**config.mk**
```make
export PLATFORM = sky130hd
export DESIGN_NAME = fmul_arbiter
export DESIGN_NICKNAME = d
export VERILOG_FILES = /design/src/rtl/fpu_pkg.sv /design/src/rtl/rr_arbiter.sv /design/src/rtl/fmul_arbiter.sv
export SDC_FILE = /design/constraint.sdc
export NUM_CORES = 1
export LEC_CHECK = 0
export BUFFER_PORTS_ARGS = -buffer_cell sky130_fd_sc_hd__buf_4
export CAP_MARGIN = 20
export CORE_AREA = 2 2 158 160
export CTS_CLUSTER_DIAMETER = 30
export DETAILED_ROUTE_END_ITERATION = 8
export DIE_AREA = 0 0 160 162
export MAX_ROUTING_LAYER = met4
export SETUP_SLACK_MARGIN = 0.3
export SYNTH_ARGS = -nofsm -noshare
export SYNTH_HDL_FRONTEND = slang
export SYNTH_SLANG_ARGS = --single-unit
export TNS_END_PERCENT = 30
```
**constraint.sdc**
```tcl
create_clock -name clk -period 7.78 [get_ports clk]
set_input_delay 1.556 -clock clk [delete_from_list [all_inputs] [get_ports clk]]
set_output_delay 1.556 -clock clk [all_outputs]
set_load 0.1 [all_outputs]
```
**src/rtl/fpu_pkg.sv**
```systemverilog
// Shared FPU definitions: operand type, fmul pipeline depth and the tag
// record that travels alongside each shared-unit operation.
package fpu_pkg;

    localparam int unsigned FP32_W       = 32;
    localparam int unsigned FMUL_LATENCY = 2;
    // Tag id is sized for the largest supported requester count (8).
    localparam int unsigned TAG_ID_W     = 3;

    typedef logic [FP32_W-1:0] fp32_t;

    typedef struct packed {
        logic                valid;
        logic [TAG_ID_W-1:0] id;
    } fmul_tag_t;

endpackage

```
**src/rtl/rr_arbiter.sv**
```systemverilog
// Round-robin arbiter: one-hot grant to the first requester after ptr,
// searching upward with wrap. Shared by the fmul/fadd/fdiv front ends.
module rr_arbiter #(
    parameter int unsigned N_REQ = 4,
    parameter int unsigned ID_W  = $clog2(N_REQ)
) (
    input  logic [N_REQ-1:0] req,
    input  logic             en,
    input  logic [ID_W-1:0]  ptr,
    output logic [N_REQ-1:0] grant,
    output logic [ID_W-1:0]  grant_id
);

    always_comb begin
        logic            found;
        logic [ID_W-1:0] idx;
        grant    = '0;
        grant_id = '0;
        found    = 1'b0;
        idx      = '0;
        for (int unsigned k = 1; k <= N_REQ; k++) begin
            idx = ID_W'((32'(ptr) + k) % N_REQ);
            if (en && !found && req[idx]) begin
                grant[idx] = 1'b1;
                grant_id   = idx;
                found      = 1'b1;
            end
        end
    end

endmodule

```
**src/rtl/fmul_arbiter.sv**
```systemverilog
// Shares one fully pipelined fmul between N_REQ requesters: round-robin
// issue, requester tags shifted alongside the fmul, results steered home.
module fmul_arbiter
    import fpu_pkg::*;
#(
    parameter  int unsigned N_REQ   = 4,
    parameter  int unsigned LATENCY = FMUL_LATENCY,
    parameter  int unsigned ID_W    = $clog2(N_REQ),
    localparam int unsigned CNT_W   = $clog2(LATENCY + 2)
) (
    input  logic                    clk,
    input  logic                    rst,
    input  logic                    hold,
    input  logic [N_REQ-1:0]        req_valid,
    input  logic [N_REQ*FP32_W-1:0] req_x1,
    input  logic [N_REQ*FP32_W-1:0] req_x2,
    output logic [N_REQ-1:0]        req_ready,
    output fp32_t                   fmul_x1,
    output fp32_t                   fmul_x2,
    input  fp32_t                   fmul_y,
    input  logic                    fmul_ovf,
    output logic [N_REQ-1:0]        resp_valid,
    output fp32_t                   resp_y,
    output logic                    resp_ovf,
    output logic [ID_W-1:0]         resp_id,
    output logic [CNT_W-1:0]        in_flight,
    output logic                    busy
);

    logic [ID_W-1:0]  r_rr_ptr;
    fp32_t            r_x1;
    fp32_t            r_x2;
    fmul_tag_t        r_tag [LATENCY+1];
    logic [CNT_W-1:0] r_in_flight;

    logic             w_arb_en;
    logic [N_REQ-1:0] w_grant;
    logic [ID_W-1:0]  w_grant_id;
    logic             w_hs;
    fp32_t            w_sel_x1;
    fp32_t            w_sel_x2;
    fmul_tag_t        w_last;

    // No grants while held or while reset is applied.
    assign w_arb_en = !hold && !rst;

    rr_arbiter #(
        .N_REQ (N_REQ),
        .ID_W  (ID_W)
    ) u_rr_arbiter (
        .req      (req_valid),
        .en       (w_arb_en),
        .ptr      (r_rr_ptr),
        .grant    (w_grant),
        .grant_id (w_grant_id)
    );

    // Grant only ever covers valid requesters, so any grant is a handshake.
    assign w_hs = |w_grant;

    always_comb begin
        w_sel_x1 = '0;
        w_sel_x2 = '0;
        for (int unsigned i = 0; i < N_REQ; i++) begin
            w_sel_x1 = w_sel_x1 | (req_x1[i*FP32_W +: FP32_W] & {FP32_W{w_grant[i]}});
            w_sel_x2 = w_sel_x2 | (req_x2[i*FP32_W +: FP32_W] & {FP32_W{w_grant[i]}});
        end
    end

    assign w_last = r_tag[LATENCY];

    always_ff @(posedge clk or posedge rst) begin
        if (rst) begin
            r_rr_ptr    <= ID_W'(N_REQ - 1);
            r_x1        <= '0;
            r_x2        <= '0;
            r_in_flight <= '0;
            for (int unsigned k = 0; k <= LATENCY; k++) begin
                r_tag[k] <= '0;
            end
        end else begin
            if (w_hs) begin
                r_rr_ptr <= w_grant_id;
            end
            // Idle cycles present zero operands to the fmul.
            r_x1           <= w_hs ? w_sel_x1 : '0;
            r_x2           <= w_hs ? w_sel_x2 : '0;
            r_tag[0].valid <= w_hs;
            r_tag[0].id    <= TAG_ID_W'(w_grant_id);
            for (int unsigned k = 1; k <= LATENCY; k++) begin
                r_tag[k] <= r_tag[k-1];
            end
            case ({w_hs, w_last.valid})
                2'b10:   r_in_flight <= r_in_flight + CNT_W'(1);
                2'b01:   r_in_flight <= r_in_flight - CNT_W'(1);
                default: r_in_flight <= r_in_flight;
            endcase
        end
    end

    always_comb begin
        resp_valid = '0;
        for (int unsigned i = 0; i < N_REQ; i++) begin
            resp_valid[i] = w_last.valid && (w_last.id == TAG_ID_W'(i));
        end
    end

    assign req_ready = w_grant;
    assign fmul_x1   = r_x1;
    assign fmul_x2   = r_x2;
    assign resp_y    = fmul_y;
    assign resp_ovf  = fmul_ovf;
    assign resp_id   = ID_W'(w_last.id);
    assign in_flight = r_in_flight;
    assign busy      = (r_in_flight != '0);

endmodule

```
Word level (Yosys, flattened, before mapping)
Index checks and enable logic that the tools add are counted.
Widths: inputs -> output; s select.
{"block": "op_classes", "eq_ne": 5, "n_bitwise": 17, "addsub": 6, "n_mux": 30, "reduce_logical": 25, "n_lt_le_gt_ge": 8}
{"cell": "$and 32x32->32", "count": 8}
{"cell": "$or 32x32->32", "count": 6}
{"cell": "$mux 32", "count": 2}
{"cell": "$logic_and 1x1->1", "count": 16}
{"cell": "$mux 4", "count": 4}
{"cell": "$lt 2x3->1 const B", "count": 4}
{"cell": "$or 4x4->4", "count": 3}
{"cell": "$mux 1", "count": 11}
{"cell": "$bmux 1 s2", "count": 4}
{"cell": "$demux 1 s2", "count": 4}
{"cell": "$ge 2x1->1 const B", "count": 4}
{"cell": "$mux 2", "count": 4}
{"cell": "$add 2x1->2 const B", "count": 3}
{"cell": "$eq 2x2->1 const B", "count": 3}
{"cell": "$logic_not 1->1", "count": 5}
{"cell": "$add 2x2->2 const B", "count": 2}
{"cell": "$eq 2x1->1 const B", "count": 2}
{"cell": "$pmux 2 s2", "count": 1}
{"cell": "$reduce_bool 2->1", "count": 2}
{"cell": "$reduce_or 4->1", "count": 1}
{"cell": "$logic_not 3->1", "count": 1}
{"cell": "$sub 2x1->2 const B", "count": 1}
{"block": "totals", "ff_bits": 77, "out_inout_bits": 110, "input_bits": 296}

Longest topological paths before layout
{"block": "depth", "word_depth": 22, "mapped_depth": 16, "ltp_nobuf": 12}

Modules after synthesis
Synthesis repeated with hierarchy kept, for this count alone.
{"block": "hier_totals", "hier_cells": 403, "area_unflattened_um2": 4154.0}
{"module": "fmul_arbiter", "area_each_um2": 3667.3, "cells_each": 349, "instances": 1, "seq_area_each_um2": 1929.4}
{"module": "rr_arbiter", "area_each_um2": 486.7, "cells_each": 54, "instances": 1, "seq_area_each_um2": 0.0}

Least setup slack after synthesis
OpenSTA, ideal clock, no wires.
{"block": "synth_path", "kind": "input -> output", "startpoint": "input req_valid[1]", "endpoint": "output req_ready[1]", "required_ns": 6.224, "path_stages": 4, "t_arrival_ns": 3.750, "slack_ns": 2.474, "cell_sequence": "mux4_2 nor4_2 a22o_1 clkbuf_1"}
{"block": "synth_via", "elab_chain_len": 16}
{"element": "from (decl)", "line": "fmul_arbiter.sv:14", "rtl": "input logic [N_REQ-1:0] req_valid,"}
{"element": "$bmux 1 s2", "line": "rr_arbiter.sv:23", "rtl": "if (en && !found && req[idx]) begin"}
{"element": "$mux 1 (not written as such)", "line": "rr_arbiter.sv:23"}
{"element": "$logic_and 1x1->1", "line": "rr_arbiter.sv:23"}
{"element": "$mux 1", "line": "rr_arbiter.sv:23"}
{"element": "$logic_not 1->1", "line": "rr_arbiter.sv:23"}
{"element": "$logic_and 1x1->1 (2 in series)", "line": "rr_arbiter.sv:23"}
{"element": "$mux 1", "line": "rr_arbiter.sv:23"}
{"element": "$logic_not 1->1", "line": "rr_arbiter.sv:23"}
{"element": "$logic_and 1x1->1 (2 in series)", "line": "rr_arbiter.sv:23"}
{"element": "$mux 1", "line": "rr_arbiter.sv:23"}
{"element": "$logic_not 1->1", "line": "rr_arbiter.sv:23"}
{"element": "$logic_and 1x1->1 (2 in series)", "line": "rr_arbiter.sv:23"}
{"element": "$mux 4 (*)", "line": "rr_arbiter.sv:23"}
{"element": "to (decl)", "line": "fmul_arbiter.sv:17", "rtl": "output logic [N_REQ-1:0] req_ready,"}
Every way passes the cells marked *; elsewhere a longest branch is shown, timed or not. The select of a mux whose other input is x is not followed.

Worst setup path in the final report
{"block": "layout_path", "startpoint": "input req_valid[1]", "endpoint": "output req_ready[2]"}
The elaborated chain is that of the path after synthesis.

==> flow_summary_export.csv <==
group,metric,value,unit
critical_path,cp.arrival,3.38,ns
critical_path,crit_buf_inv,2,
timing,setup_tns,0,ns
critical_path,crit_top_cell,"buf_4",
layout,seq_area,1930,um^2
clocking,post_cts_buffers,0,
drt,drc,0,
critical_path,crit_type,"input pin to output port",
timing,timing.hold.ws,0.350,ns
drt,firstDrtPassIters,5,
min_path,min_to,"r_tag[5]",
timing,fin_crit,4.94,ns
die,rows,57,
grt,grt_overflow,0,
synth,synth_edf_count,0,
placed_design,gp_congestion,0.865,
min_path,hold_class,"register to register",
clocking,htreeDepth,3,
layout,layout_commonest_cell,"buf_4",
synth,ys_ff_latch,77,
placed_design,dp_hpwl,13100,um
grt,grt_max_degree,66,
synth,synth_area,4150,um^2
power_and_ir_drop,ir_drop,0.000253,V
synth,avgSynthCellArea,9.95,um^2
power_and_ir_drop,leakagePower,0.00367,uW
layout,multiInputGateArea,1800,um^2
drt,drt-initial-drc-count,265,
layout,fill_cells,2580,
timing,skew,0.00648,ns
clocking,insertion_delay,0.34,ns
timing,hold_violations,0,
grt,grt_pass1_vias,4504,
die,start_util,17.2,%
die,dieArea,25900,um^2
clocking,root_buffer,"clkbuf_16",
die,num_io_pins,406,
min_path,hold-path-cell-count,0,
timing,finalCritPeriodShare,63.5,%
critical_path,cp.required,6.22,ns
flow_run,max-cap-violations,0,
critical_path,crit_family,"multiplexers",
grt,grt_use_total,13.4,%
grt,antenna_found_initial,1,
critical_path,start_kind,"input pin",
layout,fin_nets,1009,
critical_path,crit_path_end_kind,"output port",
die,coreArea,24100,um^2
power_and_ir_drop,power,2450,uW
drt,wl_per_cell,16.8,um
timing,rsz0062_at_grt,"no",
critical_path,slowest_stage,"mux4_2",
critical_path,path_cells,"buf_4 -> mux4_2 -> nor4_2 -> a22o_2 -> buf_4",
placed_design,io_buffers,339,
critical_path,r2r.worst_path.cells,11,
clocking,ctsLongestPathBuffers,2,
layout,drive_gt1_share,53.4,%
critical_path,critPathMaxFanout,8,
timing,tightest_slew,0.824,ns
synth,synthesis.nets,721,
drt,drt-total-wl,17400,um
clocking,cts_buffers,9,
power_and_ir_drop,power_density,347,nW/um^2
timing,slew_violations,0,
timing,slew_headroom,45.1,%
clocking,clkSlewWorstSetupHoldPaths,0.06,ns
timing,fmax,0.202,GHz
timing,fin_ws,2.84,ns
synth,synth.distinct_cells,35,
synth,syn_inst,417,
layout,final_util,29.3,%
placed_design,pre_cts_ws,2.87,ns
timing,setup_viol,0,
synth,synth-seq-area-share,46.5,%
critical_path,r2r_start,"r_rr_ptr[0]",
critical_path,rr_endpoint,"in_flight[1]",
grt,grt_pass1_wl,25900,um
drt,final_antenna_net_count,0,
synth,yosysWarnings,0,
synth,postSynth.asyncResetShare,100,%
die,die_w,160,um
drt,vias,4464,
min_path,worstHoldStart,"r_tag[9]",
critical_path,slowest_delay,0.57,ns
layout,layout_common_cells,"buf_4, a22oi_1, nand2_1, dfrtp_1, clkbuf_16",
status,outcome,"finished clean",
clocking,clock-sinks,77,
layout,syn_to_final_growth,70.3,%
drt,viasPerCell,4.31,
clocking,cts_tree,"built",
critical_path,r2r_setup_slack,3.44,ns
die,die_y,162,um
synth,ys.flop_type,"dfrtp_1",
clocking,cts_resized,0,
clocking,ctsHoldBuffers,0,
-- area by class of cell --
class	count	area share (%)
timing repair buffer	344	36.5
sequential	77	27.3
multi-input combinational	266	25.4
tap	324	5.74
clock buffer	9	3.19
clock inverter	7	1.40
inverter	7	0.389
antenna	1	0.0354
-- flip-flops by register name (all words and copies together) (netlist names) --
name	cells
fmul_x2	32
r_tag	7
resp_id	2
fmul_x1	32
in_flight	2
r_rr_ptr	2
-- metal layers --
metal / track usage, % / up-vias / share of wire [%]
met5: - / - / 0
li1: - / 2081 / -
met2: 22.0 / 242 / 50
met4: 4.95 / 0 / 2.7
met3: 4.14 / 40 / 9.4
met1: 15.4 / 2101 / 38
-- cell usage after synthesis, types with 2 or more instances --
| library cell | instances | share of area [%] |
|---|---|---|
| dfstp_2 | 2 | 1.3 |
| o221ai_1 | 2 | 0.42 |
| clkbuf_1 | 11 | 0.99 |
| a21oi_1 | 2 | 0.24 |
| nand2_1 | 84 | 7.6 |
| mux2i_1 | 4 | 0.96 |
| dfrtp_1 | 75 | 45 |
| inv_1 | 7 | 0.63 |
| mux2_4 | 2 | 0.72 |
| buf_2 | 10 | 1.2 |
| o31ai_1 | 2 | 0.36 |
| a22oi_1 | 128 | 23 |
| a22o_1 | 4 | 0.84 |
| buf_4 | 35 | 6.3 |
| nor2_1 | 3 | 0.27 |
| xnor2_1 | 2 | 0.42 |
| mux2_2 | 4 | 1.1 |
| o21ai_1 | 2 | 0.24 |
| buf_1 | 10 | 0.90 |
| mux4_2 | 3 | 1.6 |
| ha_1 | 8 | 2.4 |
| o21ai_0 | 4 | 0.48 |
-- worst max path at each step --
stage	start	endpoint	slack (ns)	cells after the start
floorplan	req_valid[1]	req_ready[1]	2.47	4
global placement	req_valid[1]	req_ready[2]	2.92	5
detailed placement	req_valid[1]	req_ready[2]	2.87	5
CTS	req_valid[1]	req_ready[2]	2.86	5
global route	r_rr_ptr[0]	req_ready[2]	2.73	6
finish	req_valid[1]	req_ready[2]	2.84	5
-- cell families (layout without fill, tap and decap cells) --
logic type | Yosys count | in the layout | synth area share (%)
compound gates | 146 | 146 | 26.2
xor+xnor | 3 | 3 | 0.633
fa+ha+maj | 8 | 8 | 2.41
buf+inv | 74 | 367 | 10.3
flops | 77 | 77 | 46.5
mux | 13 | 13 | 4.40
other cells | 0 | 1 | 0
simple gates | 96 | 96 | 9.53
-- stage by stage --
step / std cells / area (um^2)
global route: 1035 / 7070
CTS: 1034 / 7070
global placement: 1018 / 6740
finish: 1035 / 7070
detailed placement: 1018 / 6740
floorplan: 417 / 4150
-- report_power, final --
part | switching [uW] | internal (uW)
clock | 181 | 283
combinational | 1060 | 363
sequential | 55.9 | 510
total | 1300 | 1160
-- worst register-to-register path, stage by stage (launching register included) --
cell	delay, ns
dfstp_2	0.76
inv_1	0.19
ha_1	0.48
mux4_2	0.48
nor4_2	0.48
a22o_2	0.28
buf_4	0.63
or4_1	0.34
inv_1	0.07
ha_1	0.30
nor2_1	0.14
xor2_1	0.14
(Power assumes the default switching activity.)
